### config.mk
export PLATFORM = sky130hd
export DESIGN_NAME = sdram_frame_sched
export DESIGN_NICKNAME = d
export VERILOG_FILES = /design/src/rtl/sdram_frame_sched.sv
export SDC_FILE = /design/constraint.sdc
export NUM_CORES = 1
export LEC_CHECK = 0
export CAP_MARGIN = 20
export CORE_ASPECT_RATIO = 2
export CORE_MARGIN = 2
export CORE_UTILIZATION = 48
export CTS_CLUSTER_DIAMETER = 100
export DETAILED_ROUTE_END_ITERATION = 10
export PLACE_DENSITY = 0.76
export SYNTH_ARGS = -nofsm -noshare
export SYNTH_HDL_FRONTEND = slang
export SYNTH_SLANG_ARGS = --single-unit
### constraint.sdc
create_clock -name clk -period 2.3 [get_ports clk]
set_input_delay 0.345 -clock clk [delete_from_list [all_inputs] [get_ports clk]]
set_output_delay 0.345 -clock clk [all_outputs]
set_load 0.005 [all_outputs]
### src/rtl/sdram_frame_sched.sv
// Shares one SDRAM burst port between frame writer and display reader (ping-pong buffers, read priority).
// Grant registered one cycle after IDLE eligibility; fields held until cmd_ready; FRAME_SCHED_STARVE_GUARD_EN bounds write starvation.
module sdram_frame_sched #(
   parameter int ADDR_W      = 22,
   parameter int FRAME_WORDS = 786432,
   parameter int BURST_LEN   = 256,
   parameter int LVL_W       = 10,
   parameter int STARVE_MAX  = 4
) (
   input  logic              clk,
   input  logic              rst,
   input  logic              init_done,
   input  logic              frame_sync,
   input  logic [LVL_W-1:0]  wr_fifo_level,
   input  logic [LVL_W-1:0]  rd_fifo_space,
   output logic              cmd_valid,
   input  logic              cmd_ready,
   output logic              cmd_wr,
   output logic [ADDR_W-1:0] cmd_addr,
   output logic [8:0]        cmd_len,
   input  logic              cmd_done,
   output logic              wr_bank,
   output logic              rd_bank,
   output logic              wr_frame_done,
   output logic              busy
);

   typedef enum logic [1:0] {IDLE, ISSUE, WAIT} state_t;

   localparam logic [ADDR_W-1:0] FRAME_END = ADDR_W'(FRAME_WORDS);
   localparam logic [ADDR_W-1:0] BURST_INC = ADDR_W'(BURST_LEN);
   localparam logic [LVL_W:0]    BURST_LVL = (LVL_W + 1)'(BURST_LEN);
   localparam logic [8:0]        LEN_VAL   = 9'(BURST_LEN);

   state_t            state;
   logic [ADDR_W-1:0] wr_ptr;
   logic [ADDR_W-1:0] rd_ptr;
   logic [ADDR_W-1:0] wr_ptr_adv;
   logic [ADDR_W-1:0] rd_ptr_adv;
   logic              sync_pend;
   logic              we;
   logic              re;
   logic              grant_go;
   logic              pick_wr;
   logic              force_wr;

   assign we = ({1'b0, wr_fifo_level} >= BURST_LVL) && (wr_ptr < FRAME_END);
   assign re = ({1'b0, rd_fifo_space} >= BURST_LVL);

   // A sync seen in IDLE takes this cycle for the swap, so arbitration waits one cycle
   // and the next grant already uses the swapped bank/pointers.
   assign grant_go = (state == IDLE) && init_done && !frame_sync && (re || we);
   assign pick_wr  = force_wr || !re;

`ifdef FRAME_SCHED_STARVE_GUARD_EN
   localparam int SC_W = $clog2(STARVE_MAX + 1);

   logic [SC_W-1:0] starve_cnt;

   assign force_wr = we && (starve_cnt >= SC_W'(STARVE_MAX));

   always_ff @(posedge clk or posedge rst) begin
      if (rst) begin
         starve_cnt <= '0;
      end else if (state == IDLE) begin
         if (!we) begin
            starve_cnt <= '0;
         end else if (grant_go) begin
            if (pick_wr) starve_cnt <= '0;
            else         starve_cnt <= starve_cnt + SC_W'(1);
         end
      end
   end
`else
   logic unused_starve_cfg;

   assign force_wr          = 1'b0;
   assign unused_starve_cfg = (STARVE_MAX > 0);
`endif

   always_comb begin
      wr_ptr_adv = wr_ptr;
      rd_ptr_adv = rd_ptr;
      if (cmd_wr) begin
         wr_ptr_adv = (wr_ptr + BURST_INC >= FRAME_END) ? FRAME_END : wr_ptr + BURST_INC;
      end else begin
         rd_ptr_adv = (rd_ptr + BURST_INC >= FRAME_END) ? '0 : rd_ptr + BURST_INC;
      end
   end

   always_ff @(posedge clk or posedge rst) begin
      if (rst) begin
         state         <= IDLE;
         wr_ptr        <= '0;
         rd_ptr        <= '0;
         sync_pend     <= 1'b0;
         cmd_valid     <= 1'b0;
         cmd_wr        <= 1'b0;
         cmd_addr      <= '0;
         cmd_len       <= '0;
         wr_bank       <= 1'b0;
         rd_bank       <= 1'b1;
         wr_frame_done <= 1'b0;
         busy          <= 1'b0;
      end else begin
         wr_frame_done <= 1'b0;
         case (state)
            IDLE: begin
               if (frame_sync) begin
                  if (wr_ptr == FRAME_END) begin
                     rd_bank <= wr_bank;
                     wr_bank <= ~wr_bank;
                     wr_ptr  <= '0;
                  end
                  rd_ptr <= '0;
               end else if (grant_go) begin
                  cmd_wr    <= pick_wr;
                  cmd_addr  <= pick_wr ? {wr_bank, wr_ptr[ADDR_W-2:0]}
                                       : {rd_bank, rd_ptr[ADDR_W-2:0]};
                  cmd_len   <= LEN_VAL;
                  cmd_valid <= 1'b1;
                  busy      <= 1'b1;
                  state     <= ISSUE;
               end
            end
            ISSUE: begin
               if (frame_sync) sync_pend <= 1'b1;
               if (cmd_ready) begin
                  cmd_valid <= 1'b0;
                  state     <= WAIT;
               end
            end
            WAIT: begin
               if (cmd_done) begin
                  if (cmd_wr && (wr_ptr_adv == FRAME_END)) wr_frame_done <= 1'b1;
                  // Pointer advance lands first; the swap test sees the advanced write pointer.
                  if (sync_pend || frame_sync) begin
                     if (wr_ptr_adv == FRAME_END) begin
                        rd_bank <= wr_bank;
                        wr_bank <= ~wr_bank;
                        wr_ptr  <= '0;
                     end else begin
                        wr_ptr <= wr_ptr_adv;
                     end
                     rd_ptr <= '0;
                  end else begin
                     wr_ptr <= wr_ptr_adv;
                     rd_ptr <= rd_ptr_adv;
                  end
                  sync_pend <= 1'b0;
                  busy      <= 1'b0;
                  state     <= IDLE;
               end else if (frame_sync) begin
                  sync_pend <= 1'b1;
               end
            end
            default: state <= IDLE;
         endcase
      end
   end

endmodule

Word-level counts from Yosys, hierarchy flattened. Cells that the tools add are included. W data, S select, Z words.

RAM bits: 0. Word-level logic and storage cells: 98. Bits in latches: 0. Memory bits (read-only): 0. Memories: 0. Register bits: 76.

Bitwise operators: 2. Shift-type cells: 0. Reduce and logical (&&, ||, !) cells: 20. $add $sub $neg: 2. Eq/ne operators: 13. Muxes and demuxes: 44. Multipliers: 0. Magnitude comparators: 5. Div/mod/pow operators: 0.

Operator list (count): $mux W22 (13); $pmux W22 S2 (2); $add A22 B9 Y22 const B (2); $eq A22 B20 Y1 const B (2); $ge A22 B20 Y1 const B (2); $lt A22 B20 Y1 const B (1); $ge A10 B9 Y1 const B (2); $reduce_and A4 Y1 (5); $mux W1 (19); $ne A2 B2 Y1 const B (7); $pmux W1 S2 (5); $mux W2 (4); $pmux W2 S3 (1); $reduce_and A6 Y1 (1); $reduce_bool A2 Y1 (3); $logic_and A1 B1 Y1 (5); $ne A3 B3 Y1 const B (1); $reduce_and A3 Y1 (1); $eq A2 B1 Y1 const B (1); $eq A2 B2 Y1 const B (1); $logic_not A1 Y1 (2); $logic_not A2 Y1 (1); $logic_or A1 B1 Y1 (2); $ne A2 B1 Y1 const B (1); $not A1 Y1 (2).

Longest topological paths before layout. Gate-level depths: netlist of run 1.

Depth after elaboration: 9. Mapped depth: 11. Mapped depth without buffers: 9.

Worst setup path after synthesis of run 1. OpenSTA, ideal clock, no wires.

Path kind: reg2reg. Start point: reg wr_ptr[8]. End point: reg rd_bank. Period minus slack after synthesis: 2345 ps. Slack: -45 ps. Data arrival time: 2260 ps. Library setup time: 85 ps. Stages on the path, launching flop included: 11. Cells stage by stage: dfrtp_1 buf_2 inv_1 ha_1 or4bb_1 nor2_1 a41o_2 o211a_1 nand2_1 a31oi_2 mux2_1.

Longest elaborated chain between the ends: 7. Elaborated cells on any way between the ends: 9.

RTL lines: start: declaration (line 36) `logic [ADDR_W-1:0] wr_ptr;`; start signal: assignment (line 143) `wr_ptr <= wr_ptr_adv;`; start signal: assignment (line 147) `wr_ptr <= wr_ptr_adv;`; $add A22 B9 Y22 (line 85) `wr_ptr_adv = (wr_ptr + BURST_INC >= FRAME_END) ? FRAME_END : wr_ptr + BURST_INC;`; $ge A22 B20 Y1 (line 85); $mux W22 (line 85); $mux W22 (line 84) `if (cmd_wr) begin`; $eq A22 B20 Y1 (line 138) `if (wr_ptr_adv == FRAME_END) begin`; $ne A2 B2 Y1 (no source line); $reduce_and A6 Y1 (no source line) (*); end signal: assignment (line 111) `rd_bank <= wr_bank;`; end signal: assignment (line 139) `rd_bank <= wr_bank;`; end: declaration (line 23) `output logic rd_bank,`.

Mark *: on every way between the ends. The rest lies on a longest branch, timed or not. A chain may end at the register's enable or synchronous reset.

Worst setup path in the final report of run 1.
Start point: reg wr_ptr[9]. End point: reg rd_bank.

Same word-level chain as after synthesis.

==> impl_metrics.json, run 1 <==
{
  "outcome": "complete, but fails checks",
  "violations": "setup timing",
  "grt_max_degree": 69,
  "rsz0062_at_grt": "true",
  "cp_cell_sequence": "buf_6 -> buf_6 -> a211o_1 -> a21oi_2 -> o21ai_2 -> nor4_2 -> buf_4 -> o211ai_1 -> a31oi_4 -> mux2_4",
  "cts_tree": "done",
  "tightest_slew_ns": 0.500,
  "antenna_left": 0,
  "cts_num_sinks": 68,
  "fillers": 580,
  "netlist_instances": 422,
  "yosysWarnings": 0,
  "die_w_um": 66.9,
  "clock_path_buffers": 2,
  "dp_hpwl_mm": 7.64,
  "placed_cells": 608,
  "grt_pass1_vias": 3791,
  "crit_type": "flop to flop",
  "area.growth.synth_to_final_pct": 42.9,
  "die_h_um": 130,
  "p_leak_uw": 0.00251,
  "finalSetupViolCount": 10,
  "viasPerCell": 5.85,
  "regArea_um2": 1710,
  "pwr-share-comb_pct": 36.7,
  "synth-async-reset-ratio_pct": 100,
  "ys_seq_elements": 68,
  "power.switching_uw": 1500,
  "slew_headroom_pct": 66.7,
  "cts_root_buffer": "clkbuf_16",
  "wl_mm": 11.1,
  "finalPower_uw": 4300,
  "clk_latency_ns": 0.34,
  "nets": 573,
  "die_area_um2": 8680,
  "hold_path.class": "primary input to asynchronous set/reset pin",
  "slew_violations": 0,
  "drt_iter0_drc": 259,
  "worstReg2RegEnd": "rd_bank$_DFFE_PP1P_",
  "syn_area_um2": 3800,
  "rr_startpoint": "wr_ptr[9]$_DFFE_PP0P_",
  "fmaxAchievable_ghz": 0.418,
  "drc": 0,
  "internal_power_uw": 2800,
  "multi_input_area_um2": 2110,
  "seq_area_frac_synth_pct": 44.8,
  "numCtsBuffers": 9,
  "ff2ff_setup_slack_ns": -0.09,
  "crit_path_start_kind": "flop",
  "irDropWorstVdd_uv": 664,
  "fin_util_pct": 70.9,
  "fp-row-count": 45,
  "power_density_nw_per_um2": 791,
  "slowest_stage": "dfrtp_1",
  "port_buffers": 38,
  "antenna_found_initial": 0,
  "required_ns": 2.56,
  "h-tree-depth": 3,
  "sequentialPowerShare_pct": 33.1,
  "finalWorstPathRequiredPeriod_ns": 2.39,
  "grt.overflow.total": 0,
  "syn_area_per_cell_um2": 9.00,
  "critPathMostFrequentCell": "buf_6",
  "grt_pass1_wl_mm": 17.8,
  "first_pass_iters": 5,
  "dr_total_vias": 3741,
  "fin_cells": 639,
  "skew_ns": 0.00486,
  "initial_core_util_pct": 49.6,
  "io_pins": 63,
  "max_cap_viol_count": 0,
  "track_usage_pct": 26.9,
  "n_antenna_cell": 0,
  "hold_buffers": 0,
  "cp_max_fo": 5,
  "gp_congestion": 0.930,
  "reg2reg_depth": 10,
  "path_buf_inv": 3,
  "cpPeakStageDelay_ns": 0.43,
  "fin_ws_ns": -0.0927,
  "synth_edf_count": 0,
  "hold_viol": 0,
  "p_clk_share_pct": 30.2,
  "critPathTopFamily": "compound AO/OA/AOI/OAI gates",
  "hold-worst-slack_ns": 0.405,
  "clk_pin_slew_ns": 0.06,
  "fin_crit_sh_pct": 104,
  "avgRoutedWirePerCell_um": 17.4,
  "coreArea_um2": 7660,
  "ys_types": 60,
  "crit_path_end_kind": "flop",
  "swShare_pct": 34.8,
  "dp_slack_ns": -0.299,
  "ys.flop_type": "dfrtp_1",
  "drive_gt1_share_pct": 30.5,
  "cp.arrival_ns": 2.66
}
-- state kept, by name, indices dropped and copies added (netlist names) --
register,flops
cmd_addr,22
wr_ptr,22
rd_ptr,14
state,2
busy,1
cmd_len,1
cmd_valid,1
cmd_wr,1
rd_bank,1
sync_pend,1
wr_bank,1
wr_frame_done,1
-- layer usage --
layer	vias to the layer above	part of all wire, %	track usage, %	wire length [µm]
li1	1728	-	-	-
met1	1806	36	29.4	4020
met2	149	54	47.4	6060
met3	58	4.3	4.66	475
met4	0	5.1	16.1	565
met5	-	0	0	0
-- final cells by class --
class,count,area share [%]
Multi-Input combinational cell,311,38.9
Tap cell,94,2.17
Clock inverter,6,0.876
Clock buffer,10,4.40
Timing Repair Buffer,136,21.2
Sequential cell,68,31.4
Inverter,14,1.06
-- worst max path at each step --
stage,from,cells after the start,to,slack [ns]
2_1_floorplan,wr_ptr[8]$_DFFE_PP0P_,10,wr_ptr[14]$_DFFE_PP0P_,0.008
4_1_cts,wr_ptr[9]$_DFFE_PP0P_,9,rd_bank$_DFFE_PP1P_,-0.04
6_report,wr_ptr[9]$_DFFE_PP0P_,10,rd_bank$_DFFE_PP1P_,-0.09
5_1_grt,wr_ptr[8]$_DFFE_PP0P_,9,rd_bank$_DFFE_PP1P_,-0.15
3_5_place_dp,frame_sync,8,wr_ptr[14]$_DFFE_PP0P_,-0.30
3_3_place_gp,frame_sync,8,wr_ptr[14]$_DFFE_PP0P_,-0.28
-- kinds of logic after synthesis --
group | synth area share (%)
DFF | 44.8
buffers and inverters | 6.13
other | 0.0987
xor gates and xnor gates | 1.15
AOI/OAI and AO/OA | 17.7
and+or+nand+nor | 23.3
muxes | 4.55
adders and majority gates | 2.31
-- repair_timing --
| action | 4_1_cts | 5_1_grt |
|---|---|---|
| pin swaps | 9 | 14 |
| setup endpoints to repair | 32 | 29 |
| resized for setup | 29 | 33 |
| buffers inserted | 9 | 4 |
| endpoints found under the hold margin | 0 | 0 |
| gates cloned | 3 | 0 |
-- Yosys cell counts, types with 2 or more instances --
cell       number  area share [%]
a211o_1         2            0.46
o22ai_1         6            0.99
nand3b_1        2            0.40
dfrtp_1        67              44
nor4_1          5            0.82
a21oi_1        17             2.2
nor3_1          8             1.1
o31ai_1         4            0.79
o211ai_1        2            0.40
o21ai_1         2            0.26
nand3_1        28             3.7
nand2_1        58             5.7
nor2b_1        12             2.0
o21ai_0        38             5.0
nor2_1         18             1.8
and2_1          5            0.82
and3_1          4            0.66
clkbuf_1       15             1.5
or3_1           4            0.66
a22o_1          5             1.2
a31o_2          2            0.46
nor3_2          2            0.53
xor2_1          4            0.92
a21o_1          5            0.99
or4_1           4            0.79
buf_4           8             1.6
inv_1          14             1.4
ha_1            7             2.3
o22a_1          3            0.69
a31oi_1         6            0.99
nand2b_1        4            0.66
o2111ai_1       2            0.46
buf_2          12             1.6
nand4_1         7             1.2
mux2i_1        15             4.0
-- power by group through the flow --
stage               Combinational [µW]  Clock (µW)  Sequential [µW]
detailed placement                1340           0             1420
finish                            1580        1300             1420
floorplan                          726           0             1390
CTS                               1490        1320             1410
global placement                  1310           0             1410
global route                      1700        1370             1430
-- worst min-delay path: stages --
cell             delay [ns]
clkdlybuf4s50_1        0.42
inv_2                  0.08
buf_12                 0.31
-- layout by cell type, fill, tap and decap left out, types with 11 or more instances in the layout --
master,Yosys,layout
dfrtp_1,67,65
a21oi_1,17,14
inv_1,14,11
mux2i_1,15,15
buf_4,8,90
nor2b_1,12,12
nor2_1,18,15
clkdlybuf4s50_1,0,38
nand2_1,58,57
o21ai_0,38,30
nand3_1,28,25
-- stage by stage --
stage | setup TNS (ns) | instance area [µm²]
2_1_floorplan | 0 | 3830
3_3_place_gp | -2.58 | 4790
3_5_place_dp | -3.54 | 4790
4_1_cts | -0.0737 | 5280
5_1_grt | -1.64 | 5430
6_report | -0.311 | 5430
Note: power is estimated with default switching activity, not from simulation.
==> run 2, diff against run 1 <==
Settings changed: REMOVE_ABC_BUFFERS set to 1.
==> run 2 against run 1 <==
  * The flow still finishes with violations (setup timing)
  * Via count up 2.4%
  * Critical path depth unchanged
  * Combinational power up 5%
  * Highest routed layer unchanged
==> impl_metrics.json, run 2 (synthesis results as in run 1) <==
{
  "nets": 564,
  "hold_viol": 0,
  "h-tree-depth": 3,
  "power.switching_uw": 1530,
  "track_usage_pct": 26.7,
  "port_buffers": 38,
  "violations": "setup timing",
  "max_cap_viol_count": 0,
  "cts_num_sinks": 68,
  "fp-row-count": 45,
  "fmaxAchievable_ghz": 0.408,
  "crit_path_start_kind": "flop",
  "grt_use_met2_pct": 47.8,
  "skew_ns": 0.00443,
  "rsz0062_at_grt": "true",
  "most-common-layout-cells": "78 x buf_4, 62 x dfrtp_1, 56 x nand2_1, 38 x clkdlybuf4s50_1",
  "grtUsageMet3_pct": 4.40,
  "placed_cells": 594,
  "crit_type": "flop to flop",
  "final_common_cell": "buf_4",
  "cts_root_buffer": "clkbuf_16",
  "clk_pin_slew_ns": 0.05,
  "p_clk_share_pct": 33.2,
  "fin_crit_sh_pct": 107,
  "top_regs": "cmd_addr x22, wr_ptr x22, rd_ptr x14",
  "grt.overflow.total": 0,
  "first_pass_iters": 5,
  "outcome": "complete, but fails checks",
  "cp.arrival_ns": 2.73,
  "antenna_left": 0,
  "fin_ws_ns": -0.153,
  "pwr-share-comb_pct": 35.8,
  "clock_path_buffers": 2,
  "initial_core_util_pct": 49.6,
  "hold-worst-slack_ns": 0.361,
  "tightest_slew_ns": 0.508,
  "fin_cells": 630,
  "finalSetupViolCount": 20,
  "wl_mm": 12.2,
  "cts_tree": "done",
  "grt_use_met1_pct": 28.3,
  "coreArea_um2": 7660,
  "dp_hpwl_mm": 7.79,
  "die_h_um": 130,
  "slew_headroom_pct": 66.1,
  "required_ns": 2.58,
  "slew_violations": 0,
  "die_w_um": 66.9,
  "p_leak_uw": 0.00249,
  "io_pins": 63,
  "antenna_found_initial": 0,
  "sequentialPowerShare_pct": 31.0,
  "hold_path.class": "primary input to asynchronous set/reset pin",
  "swShare_pct": 33.1,
  "die_area_um2": 8680,
  "crit_path_end_kind": "flop",
  "cp_max_fo": 6,
  "grt_pass1_vias": 3660,
  "crit_start": "wr_ptr[8]$_DFFE_PP0P_",
  "drive_gt1_share_pct": 31.2,
  "internal_power_uw": 3100,
  "irDropWorstVdd_uv": 551,
  "area.growth.synth_to_final_pct": 45.3,
  "avgRoutedWirePerCell_um": 19.3,
  "grt_max_degree": 26,
  "finalWorstPathRequiredPeriod_ns": 2.45,
  "dr_total_vias": 3830,
  "drt_iter0_drc": 323,
  "grt_pass1_wl_mm": 17.4,
  "rr_startpoint": "wr_ptr[8]$_DFFE_PP0P_",
  "power_density_nw_per_um2": 839,
  "n_antenna_cell": 0,
  "viasPerCell": 6.08,
  "clk_latency_ns": 0.34,
  "drc": 0,
  "numCtsBuffers": 9,
  "busiest_layer": "met2",
  "finalPower_uw": 4630,
  "gp_congestion": 0.966
}
run 2: cell count changes in the layout (fill, tap and decap cells not counted), sizes merged:
cell / before / now
buf: 98 / 89
clkinvlp: 4 / 0
bufinv: 0 / 2
clkbuf: 10 / 12
clkinv: 1 / 2
inv: 15 / 14
run 2: critical path, cell delays in order, from the launching register on:
cell and delay [ns]:
dfrtp_2 0.45, buf_6 0.14, buf_4 0.16, and2_1 0.19, o22a_1 0.20, o21ai_2 0.18
a211oi_1 0.10, buf_4 0.18, a31o_2 0.22, or4_1 0.48, nand3_1 0.10
run 2: timing repair:
| action | in CTS | in global routing |
|---|---|---|
| cloned | 0 | 1 |
| resized for setup | 24 | 63 |
| setup endpoints to repair | 34 | 35 |
| endpoints found under the hold margin | 0 | 0 |
| setup buffers | 5 | 15 |
| pin swaps | 11 | 22 |
| hold buffers | 0 | 0 |
run 2: per-layer routing:
| metal | up-vias | part of all wire, % |
|---|---|---|
| met5 | - | 0 |
| met1 | 1871 | 35 |
| met3 | 64 | 5.1 |
| li1 | 1718 | - |
| met2 | 177 | 54 |
| met4 | 0 | 6.2 |
run 2: final cells by class:
type,instances,area [µm²]
Multi-Input combinational cell,311,2190
Fill cell,544,2140
Timing Repair Buffer,127,1100
Tap cell,94,118
Clock buffer,12,267
Inverter,14,57.6
Sequential cell,68,1710
Clock inverter,4,70.1
run 2: power by group through the flow:
stage	sequential, µW	combinational, µW	clock [µW]
after detailed placement	1430	1300	0
after floorplan	1430	617	0
final	1430	1660	1540
after global routing	1450	1760	1590
after global placement	1420	1270	0
after CTS	1410	1420	1550
run 2: metrics by stage:
step / setup WS, ns / area [µm²] / utilization (%) / TNS, ns
floorplan: -0.877 / 3640 / - / -17.93
global placement: -0.286 / 4690 / 61.2 / -3.73
detailed placement: -0.310 / 4690 / 61.2 / -4.61
CTS: -0.0684 / 5150 / 67.3 / -0.302
global route: -0.244 / 5520 / 72.1 / -3.52
finish: -0.153 / 5520 / 72.1 / -1.23
run 2: path summary, 6_finish.rpt:
| path | to | slack [ns] | depth (start not counted) |
|---|---|---|---|
| min in group clk | cmd_addr[3]$_DFFE_PP0P_ | 0.46 | 2 |
| max in group asynchronous | rd_bank$_DFFE_PP1P_ | 1.36 | 3 |
| max | wr_ptr[15]$_DFFE_PP0P_ | -0.15 | 10 |
| min reg2reg | cmd_addr[3]$_DFFE_PP0P_ | 0.46 | 2 |
| max reg2reg | wr_ptr[15]$_DFFE_PP0P_ | -0.15 | 10 |
| min | cmd_addr[8]$_DFFE_PP0P_ | 0.36 | 2 |
==> run 3, diff against run 2 <==
--- a/config.mk
+++ b/config.mk
@@ -6,4 +6,5 @@
 export NUM_CORES = 1
 export LEC_CHECK = 0
+export ABC_CLOCK_PERIOD_IN_PS = 2300
 export CAP_MARGIN = 20
 export CORE_ASPECT_RATIO = 2
==> constraint.sdc (replaced) <==
create_clock -name clk -period 2.3 [get_ports clk]
set_input_delay 0.345 -clock clk [delete_from_list [all_inputs] [get_ports clk]]
set_output_delay 0.345 -clock clk [all_outputs]
set_load 0.02 [all_outputs]
==> results of run 3 <==
Same layout as run 2 (identical final DEF). Status: complete, but fails checks: setup timing.
Among the figures that moved: total power 4630 µW -> 4710 µW
